[config.mk]
export PLATFORM = sky130hd
export DESIGN_NAME = pipe_ctrl_unit_flat
export DESIGN_NICKNAME = d
export VERILOG_FILES = /design/src/rtl/pipe_ctrl_unit_if.sv /design/src/rtl/pipe_ctrl_unit.sv /design/src/flat_wrapper.sv
export SDC_FILE = /design/constraint.sdc
export NUM_CORES = 1
export LEC_CHECK = 0
export CELL_PAD_IN_SITES_DETAIL_PLACEMENT = 1
export CELL_PAD_IN_SITES_GLOBAL_PLACEMENT = 2
export CORE_AREA = 4 4 112 114
export DETAILED_ROUTE_END_ITERATION = 6
export DIE_AREA = 0 0 116 118
export PLACE_DENSITY = 0.82
export SLEW_MARGIN = 20
export SYNTH_ARGS = -nofsm -noshare
export SYNTH_HDL_FRONTEND = slang
export SYNTH_SLANG_ARGS = --single-unit
[constraint.sdc]
create_clock -name clk -period 3.6 [get_ports clk]
set_input_delay 0.36 -clock clk [delete_from_list [all_inputs] [get_ports clk]]
set_output_delay 0.36 -clock clk [all_outputs]
set_load 0.1 [all_outputs]
[src/rtl/pipe_ctrl_unit_if.sv]
// Pipeline control bus between the jump/stall sources and pipe_ctrl_unit.
//   jump_en_i   [NSRC]         per-source jump request, index 0 highest priority
//   jump_addr_i [NSRC*ADDR_W]  per-source jump target, source k at [k*ADDR_W +: ADDR_W]
//   stall_req_i [NSTAGE]       per-stage stall request
//   hold_req_i                 global hold (bus wait)
//   jump_en_o                  one-cycle jump pulse to the PC
//   jump_addr_o [ADDR_W]       jump target, valid with jump_en_o
//   flush_o     [NSTAGE]       per-stage flush
//   stall_o     [NSTAGE]       per-stage stall
//   busy_o                     controller not idle
// master: the side that drives requests (core / testbench); slave: pipe_ctrl_unit.
interface pipe_ctrl_unit_if #(
    parameter int ADDR_W = 32,
    parameter int NSRC   = 2,
    parameter int NSTAGE = 4
);
    logic [NSRC-1:0]        jump_en_i;
    logic [NSRC*ADDR_W-1:0] jump_addr_i;
    logic [NSTAGE-1:0]      stall_req_i;
    logic                   hold_req_i;
    logic                   jump_en_o;
    logic [ADDR_W-1:0]      jump_addr_o;
    logic [NSTAGE-1:0]      flush_o;
    logic [NSTAGE-1:0]      stall_o;
    logic                   busy_o;

    modport master (
        output jump_en_i, jump_addr_i, stall_req_i, hold_req_i,
        input  jump_en_o, jump_addr_o, flush_o, stall_o, busy_o
    );

    modport slave (
        input  jump_en_i, jump_addr_i, stall_req_i, hold_req_i,
        output jump_en_o, jump_addr_o, flush_o, stall_o, busy_o
    );
endinterface

[src/rtl/pipe_ctrl_unit.sv]
// Pipeline control unit: arbitrates jump requests (lowest index wins), issues a
// registered one-cycle jump pulse, flushes all stages for FLUSH_LEN cycles after
// each jump, defers jump issue while hold_req_i is high, and generates per-stage
// stalls (a stalled stage also stalls every earlier stage; flush overrides stall).
// Ports:
//   clk    rising-edge clock
//   rst_n  synchronous active-low reset
//   bus    pipe_ctrl_unit_if slave modport (requests in, jump/flush/stall/busy out)
module pipe_ctrl_unit #(
    parameter int ADDR_W    = 32,
    parameter int NSRC      = 2,
    parameter int NSTAGE    = 4,
    parameter int FLUSH_LEN = 1
) (
    input  logic             clk,
    input  logic             rst_n,
    pipe_ctrl_unit_if.slave  bus
);

    typedef enum logic [1:0] {
        IDLE  = 2'd0,
        PEND  = 2'd1,
        FLUSH = 2'd2
    } state_t;

    // Counter is loaded with FLUSH_LEN-1 on the jump edge and counts down to 0,
    // giving exactly FLUSH_LEN cycles in FLUSH.
    localparam logic [3:0] CNT_INIT = 4'(FLUSH_LEN - 1);

    state_t            state_q, state_d;
    logic [3:0]        cnt_q, cnt_d;
    logic [ADDR_W-1:0] pend_q, pend_d;
    logic [ADDR_W-1:0] addr_q, addr_d;
    logic              jen_q, jen_d;

    logic              sel_vld;
    logic [ADDR_W-1:0] sel_addr;
    logic [NSTAGE-1:0] flush;
    logic [NSTAGE-1:0] stall;
    logic              stall_acc;

    // Fixed-priority select: first asserted source from index 0 upward.
    always_comb begin
        sel_vld  = 1'b0;
        sel_addr = '0;
        for (int unsigned i = 0; i < NSRC; i++) begin
            if (!sel_vld && bus.jump_en_i[i]) begin
                sel_vld  = 1'b1;
                sel_addr = bus.jump_addr_i[i*ADDR_W +: ADDR_W];
            end
        end
    end

    always_ff @(posedge clk) begin
        if (!rst_n) begin
            state_q <= IDLE;
            cnt_q   <= '0;
            pend_q  <= '0;
            addr_q  <= '0;
            jen_q   <= 1'b0;
        end else begin
            state_q <= state_d;
            cnt_q   <= cnt_d;
            pend_q  <= pend_d;
            addr_q  <= addr_d;
            jen_q   <= jen_d;
        end
    end

    always_comb begin
        state_d = state_q;
        cnt_d   = cnt_q;
        pend_d  = pend_q;
        addr_d  = addr_q;
        jen_d   = 1'b0;
        unique case (state_q)
            IDLE: begin
                if (sel_vld) begin
                    pend_d = sel_addr;
                    if (bus.hold_req_i) begin
                        state_d = PEND;
                    end else begin
                        jen_d   = 1'b1;
                        addr_d  = sel_addr;
                        cnt_d   = CNT_INIT;
                        state_d = FLUSH;
                    end
                end
            end
            PEND: begin
                if (!bus.hold_req_i) begin
                    jen_d   = 1'b1;
                    addr_d  = pend_q;
                    cnt_d   = CNT_INIT;
                    state_d = FLUSH;
                end
            end
            FLUSH: begin
                if (cnt_q == 4'd0) begin
                    state_d = IDLE;
                end else begin
                    cnt_d = cnt_q - 4'd1;
                end
            end
            default: state_d = IDLE;
        endcase
    end

    assign flush = (state_q == FLUSH) ? '1 : '0;

    // Walk from the last stage toward fetch, accumulating stall requests so a
    // stall at stage j reaches every stage k <= j; flush then masks the stall.
    always_comb begin
        stall     = '0;
        stall_acc = bus.hold_req_i;
        for (int unsigned j = 0; j < NSTAGE; j++) begin
            stall_acc                = stall_acc | bus.stall_req_i[NSTAGE-1-j];
            stall[NSTAGE-1-j]        = stall_acc & ~flush[NSTAGE-1-j];
        end
    end

    assign bus.jump_en_o   = jen_q;
    assign bus.jump_addr_o = addr_q;
    assign bus.flush_o     = flush;
    assign bus.stall_o     = stall;
    assign bus.busy_o      = (state_q != IDLE);

endmodule

[src/flat_wrapper.sv]
// flat-port wrapper written by rule: the top's interface ports become plain ports
module pipe_ctrl_unit_flat 
#(
    parameter int ADDR_W    = 32,
    parameter int NSRC      = 2,
    parameter int NSTAGE    = 4,
    parameter int FLUSH_LEN = 1
)
  (clk, rst_n, bus_jump_en_i, bus_jump_addr_i, bus_stall_req_i, bus_hold_req_i, bus_jump_en_o, bus_jump_addr_o, bus_flush_o, bus_stall_o, bus_busy_o);
  pipe_ctrl_unit_if #(.ADDR_W(ADDR_W), .NSRC(NSRC), .NSTAGE(NSTAGE)) bus_i ();
  input  logic clk;
  input  logic rst_n;
  input wire logic [$bits(bus_i.jump_en_i)-1:0] bus_jump_en_i;
  input wire logic [$bits(bus_i.jump_addr_i)-1:0] bus_jump_addr_i;
  input wire logic [$bits(bus_i.stall_req_i)-1:0] bus_stall_req_i;
  input wire logic [$bits(bus_i.hold_req_i)-1:0] bus_hold_req_i;
  output wire logic [$bits(bus_i.jump_en_o)-1:0] bus_jump_en_o;
  output wire logic [$bits(bus_i.jump_addr_o)-1:0] bus_jump_addr_o;
  output wire logic [$bits(bus_i.flush_o)-1:0] bus_flush_o;
  output wire logic [$bits(bus_i.stall_o)-1:0] bus_stall_o;
  output wire logic [$bits(bus_i.busy_o)-1:0] bus_busy_o;
  assign bus_i.jump_en_i = bus_jump_en_i;
  assign bus_i.jump_addr_i = bus_jump_addr_i;
  assign bus_i.stall_req_i = bus_stall_req_i;
  assign bus_i.hold_req_i = bus_hold_req_i;
  assign bus_jump_en_o = bus_i.jump_en_o;
  assign bus_jump_addr_o = bus_i.jump_addr_o;
  assign bus_flush_o = bus_i.flush_o;
  assign bus_stall_o = bus_i.stall_o;
  assign bus_busy_o = bus_i.busy_o;
  pipe_ctrl_unit #(.ADDR_W(ADDR_W), .NSRC(NSRC), .NSTAGE(NSTAGE), .FLUSH_LEN(FLUSH_LEN)) u_core (.clk(clk), .rst_n(rst_n), .bus(bus_i));
endmodule
==> impl_metrics.env, run 1 <==
export IMPL_routed_wl_mm=9.62
export IMPL_core_area_mm2=0.0114
export IMPL_cp_num_buf_inv=2
export IMPL_worst_pin_slew_ns=1.01
export IMPL_p_per_area_mw_per_mm2=532
export IMPL_post_cts_buffers=0
export IMPL_finalCritPeriodShare_pct=82.6
export IMPL_first_pass_iters=4
export IMPL_start_kind="flip-flop"
export IMPL_antenna_left=0
export IMPL_synth_adder_area_share_pct=0.394
export IMPL_grt_pass1_vias=3112
export IMPL_drt_iter0_drc=101
export IMPL_cts_buffers=9
export IMPL_slew_viol_final=0
export IMPL_synth_cell_area_mm2=0.00318
export IMPL_portBuffers=114
export IMPL_post_place_cells=571
export IMPL_viasPerCell=5.02
export IMPL_grt_usage_pct=14.2
export IMPL_synth_flop_cell="dfxtp_1"
export IMPL_mappedNetlistNets=416
export IMPL_grt_ovfl_total=0
export IMPL_crit_type="flip-flop to output port"
export IMPL_path_delay_family="buffers and inverters"
export IMPL_area_growth_pct=46.3
export IMPL_min_path_type="flip-flop to flip-flop"
export IMPL_fmax_mhz=336
export IMPL_grt_max_degree=65
export IMPL_fin_cells=587
export IMPL_cts_tree="built"
export IMPL_nets=513
export IMPL_hold_viol=0
export IMPL_drc_errors=0
export IMPL_synth_compound_area_share_pct=33.6
export IMPL_leakage_nw=2.09
export IMPL_diodes=0
export IMPL_die_y_um=118
export IMPL_cap_violations=0
export IMPL_setup_viol=0
export IMPL_reg2reg_slack_ns=1.82
export IMPL_syn_inst=342
export IMPL_antenna_found_initial=0
export IMPL_peakVddDrop_mv=0.205
export IMPL_relSlewSlack_pct=32.2
export IMPL_cts_root_buffer="clkbuf_16"
export IMPL_synthMuxAreaShare_pct=0.630
export IMPL_dieArea_mm2=0.0137
export IMPL_finClkSkew_ns=0.0102
export IMPL_fin_util_pct=40.7
export IMPL_finalPower_mw=2.47
export IMPL_synth_area_per_cell_um2=9.29
export IMPL_async_reset_ff_share_pct=0
export IMPL_gp_congestion=0.697
export IMPL_synth_seq_cells=71
export IMPL_seq_area_frac_synth_pct=44.7
export IMPL_cts_sinks=71
export IMPL_cp_cell_sequence="or2b_1 > clkinv_1 > a21oi_1 > clkdlybuf4s50_1"
export IMPL_clock_latency_ns=0.32
export IMPL_h_tree_depth=3
export IMPL_setup_worst_path_end_class="output port"
export IMPL_hold_buffers=0
export IMPL_period_needed_ns=2.97
export IMPL_cts_max_path_buffers=2
export IMPL_synth_simple_area_share_pct=13.2
export IMPL_drive_above_1_share_pct=7.66
export IMPL_critPathSlowestCell="clkdlybuf4s50_1"
export IMPL_critPathMaxStageDelay_ns=1.16
export IMPL_path_max_fanout=12
export IMPL_ios=115
export IMPL_clk_pin_slew_worst_paths_ns=0.06
export IMPL_setup_tns_final_ns=0
export IMPL_post_drt_wl_per_cell_um=16.4
export IMPL_num_vias=2947
export IMPL_synth_top_family_by_area="compound AO/OA/AOI/OAI gates"
export IMPL_ys_warn_count=0
export IMPL_status="complete, no violations"
export IMPL_synthXorXnorAreaFrac_pct=0
export IMPL_rows=39
export IMPL_rsz0062_at_grt="false"
export IMPL_grt_pass1_wl_mm=15.7
export IMPL_cts_resized_gates=0
export IMPL_dp_hpwl_mm=6.46
export IMPL_fin_hold_ws_ns=0.476
export IMPL_synth_edf_count=0
export IMPL_required_ns=3.24
export IMPL_n_fill_cell=1318
export IMPL_arrival_ns=2.61
export IMPL_start_util_pct=27.8
export IMPL_ys_types=35
export IMPL_fp_dieW_um=116
-- synthesized netlist by cell type, types with 2 or more instances --
| library cell | count | area share (%) |
|---|---|---|
| a21oi_1 | 35 | 5.5 |
| nor2b_1 | 2 | 0.39 |
| nor3_1 | 3 | 0.47 |
| a22oi_1 | 32 | 7.6 |
| clkbuf_1 | 13 | 1.5 |
| dfxtp_1 | 71 | 45 |
| o211a_1 | 32 | 10 |
| buf_6 | 7 | 2.5 |
| nor2_1 | 38 | 4.5 |
| a22o_1 | 32 | 8.8 |
| buf_4 | 7 | 1.7 |
| nand2_1 | 36 | 4.3 |
| mux2i_1 | 2 | 0.63 |
| nand2b_1 | 2 | 0.39 |
| inv_1 | 3 | 0.35 |
| buf_2 | 8 | 1.3 |
-- worst paths after layout --
check,endpoint,startpoint,depth (start not counted)
setup / recovery,bus_stall_o[0],u_core.state_q[0],4
setup reg to reg,u_core.pend_q[22],u_core.state_q[0],5
hold reg to reg,u_core.state_q[0],u_core.state_q[1],1
hold / removal,u_core.state_q[0],u_core.state_q[1],1
-- cells by family (layout without fill, tap and decap cells) --
group           count (synthesis)  after routing
compound gates                137            137
simple gates                   92             92
flops                          71             71
buf+inv                        39            141
mux                             2              2
fa+ha+maj                       1              1
-- layer usage --
layer	GRT usage (%)	wire [µm]	part of all wire, %
met2	26.0	4860	51
met5	0	0	0
met3	3.39	462	4.8
met4	2.83	40	0.42
met1	16.5	4250	44
-- power breakdown --
| group | switching, mW | total (mW) | internal, mW | leakage (nW) |
|---|---|---|---|---|
| clock | 0.329 | 0.924 | 0.594 | 0.155 |
| combinational | 0.433 | 0.656 | 0.223 | 1.35 |
| sequential | 0.0363 | 0.891 | 0.855 | 0.584 |
| total | 0.798 | 2.47 | 1.67 | 2.09 |
-- final cells by class --
type / instances / area, µm² / area share, %
Multi-Input combinational cell: 232 / 1530 / 32.8
Sequential cell: 71 / 1420 / 30.6
Timing Repair Buffer: 121 / 1190 / 25.6
Clock buffer: 12 / 267 / 5.74
Tap cell: 143 / 179 / 3.85
Clock inverter: 4 / 51.3 / 1.10
Inverter: 4 / 15.0 / 0.323
-- placed cells by master (no fill, tap or decap), types with 2 or more instances in the layout --
master           count
inv_1                3
nand2_1             36
a21oi_1             35
nor3_1               3
clkbuf_16            9
dfxtp_1             71
nor2_1              38
buf_4                9
clkbuf_8             3
a22oi_1             32
mux2i_1              2
o211a_1             32
clkdlybuf4s50_1    112
a22o_1              32
-- flip-flops by register name, summed over array words and instances (netlist names) --
| register | cells |
|---|---|
| u_core.state_q | 2 |
| u_core.bus.jump_addr_o | 32 |
| u_core.pend_q | 32 |
| u_core.cnt_q | 4 |
| u_core.bus.jump_en_o | 1 |
-- per-stage QoR --
| step | setup WS (ns) | instance area (µm²) |
|---|---|---|
| finish | 0.626 | 4650 |
| global route | 0.432 | 4650 |
| CTS | 0.576 | 4650 |
| detailed placement | 0.871 | 4330 |
| global placement | 0.945 | 4330 |
| floorplan | 0.0790 | 3180 |
Power figures use the tool's default switching activity.
==> run 2, diff against run 1 <==
CORE_AREA = 4 4 123 125   (was 4 4 112 114)
DIE_AREA = 0 0 127 129   (was 0 0 116 118)
PLACE_DENSITY = 0.72   (was 0.82)
clock period = 2.7 ns   (was 3.6 ns; I/O delays follow)
==> impl_metrics.env, run 2 (same netlist as run 1, synthesis figures left out) <==
export IMPL_num_vias=2973
export IMPL_min_path_type="primary input to flip-flop"
export IMPL_start_util_pct=22.9
export IMPL_worst_pin_slew_ns=0.818
export IMPL_drive_above_1_share_pct=18.0
export IMPL_grt_pass1_wl_mm=16.8
export IMPL_ios=115
export IMPL_p_per_area_mw_per_mm2=724
export IMPL_slew_viol_final=0
export IMPL_critPathLaunch="u_core.state_q[0]"
export IMPL_fin_util_pct=33.3
export IMPL_grt_pass1_vias=3195
export IMPL_fp_dieW_um=127
export IMPL_path_max_fanout=12
export IMPL_gp_congestion=0.721
export IMPL_antenna_found_initial=0
export IMPL_nets=513
export IMPL_multiInputGateArea_mm2=0.00154
export IMPL_setup_worst_path_end_class="output port"
export IMPL_n_fill_cell=1618
export IMPL_arrival_ns=1.92
export IMPL_worst_slack_ns=0.508
export IMPL_start_kind="flip-flop"
export IMPL_cts_max_path_buffers=2
export IMPL_min_path_cells=3
export IMPL_reg2reg_from="u_core.state_q[1]"
export IMPL_routed_wl_mm=10.3
export IMPL_status="complete, no violations"
export IMPL_reg2reg_depth=4
export IMPL_hold_buffers=0
export IMPL_layout_commonest_cell="dfxtp_1"
export IMPL_place_ws_ns=0.363
export IMPL_cts_buffers=9
export IMPL_portBuffers=114
export IMPL_rsz0062_at_grt="false"
export IMPL_relSlewSlack_pct=45.4
export IMPL_post_place_cells=608
export IMPL_core_area_mm2=0.0139
export IMPL_cap_violations=0
export IMPL_setup_viol=0
export IMPL_diodes=0
export IMPL_hold_viol=0
export IMPL_h_tree_depth=3
export IMPL_area_growth_pct=45.4
export IMPL_critPathCapture="bus_stall_o[0]"
export IMPL_drt_iter0_drc=133
export IMPL_cts_resized_gates=0
export IMPL_placed_area_mm2=0.00430
export IMPL_drc_errors=0
export IMPL_final_cell_mix="71 x dfxtp_1, 70 x clkdlybuf4s50_1, 48 x buf_4"
export IMPL_viasPerCell=4.76
export IMPL_cts_sinks=71
export IMPL_reg2reg_to="u_core.bus.jump_addr_o[20]"
export IMPL_first_pass_iters=4
export IMPL_fmax_mhz=456
export IMPL_post_drt_wl_per_cell_um=16.5
export IMPL_period_needed_ns=2.19
export IMPL_grt_ovfl_total=0
export IMPL_finClkSkew_ns=0.00584
export IMPL_reg2reg_slack_ns=0.89
export IMPL_antenna_left=0
export IMPL_fin_area_mm2=0.00462
export IMPL_finalCritPeriodShare_pct=81.2
export IMPL_cts_tree="built"
export IMPL_dieArea_mm2=0.0164
export IMPL_clk_pin_slew_worst_paths_ns=0.06
export IMPL_regArea_mm2=0.00142
export IMPL_fin_cells=624
export IMPL_die_y_um=129
export IMPL_leakage_nw=2.16
export IMPL_dp_hpwl_mm=6.92
export IMPL_fin_hold_ws_ns=0.404
export IMPL_cts_root_buffer="clkbuf_16"
export IMPL_required_ns=2.43
export IMPL_crit_type="flip-flop to output port"
export IMPL_post_cts_buffers=0
export IMPL_peakVddDrop_mv=0.262
export IMPL_rows=43
export IMPL_grt_usage_pct=12.9
export IMPL_grt_max_degree=65
export IMPL_clock_latency_ns=0.33
==> run 2: final cells by class <==
class | count | area share [%]
Timing Repair Buffer | 121 | 23.6
Multi-Input combinational cell | 232 | 33.4
Clock inverter | 7 | 2.11
Sequential cell | 71 | 30.8
Tap cell | 180 | 4.88
Inverter | 4 | 0.325
Clock buffer | 9 | 4.88
==> run 2: per-layer routing <==
| metal | up-vias | track usage (%) | part of all wire [%] |
|---|---|---|---|
| met5 | - | 0 | 0 |
| met4 | 0 | 3.22 | 1.1 |
| met3 | 12 | 3.86 | 5.1 |
| met2 | 73 | 22.9 | 50 |
| met1 | 1442 | 15.2 | 44 |
| li1 | 1446 | - | - |
==> run 2: worst min-delay path by stage <==
stage	start	endpoint	slack, ns
2_1_floorplan	bus_hold_req_i	u_core.state_q[0]	0.39
3_3_place_gp	u_core.state_q[1]	u_core.state_q[0]	0.46
3_5_place_dp	u_core.bus.jump_addr_o[7]	u_core.bus.jump_addr_o[7]	0.47
4_1_cts	rst_n	u_core.state_q[0]	0.41
5_1_grt	rst_n	u_core.pend_q[9]	0.42
6_report	rst_n	u_core.state_q[0]	0.40
==> run 2: critical path, cell delays in order (launching register included) <==
cell      delay, ns
dfxtp_1        0.45
or2b_1         0.23
clkinv_1       0.37
a21oi_4        0.22
buf_4          0.31
==> run 2: power breakdown <==
part	leakage, nW	total [mW]	internal (mW)	switching, mW
sequential	0.584	1.19	1.14	0.0523
clock	0.152	1.28	0.810	0.471
combinational	1.43	0.871	0.287	0.585
==> run 2: per-stage QoR <==
stage / setup TNS (ns) / total power, mW
2_1_floorplan: -0.419 / 1.84
3_3_place_gp: 0 / 2.08
3_5_place_dp: 0 / 2.09
4_1_cts: 0 / 3.39
5_1_grt: 0 / 3.51
6_report: 0 / 3.34
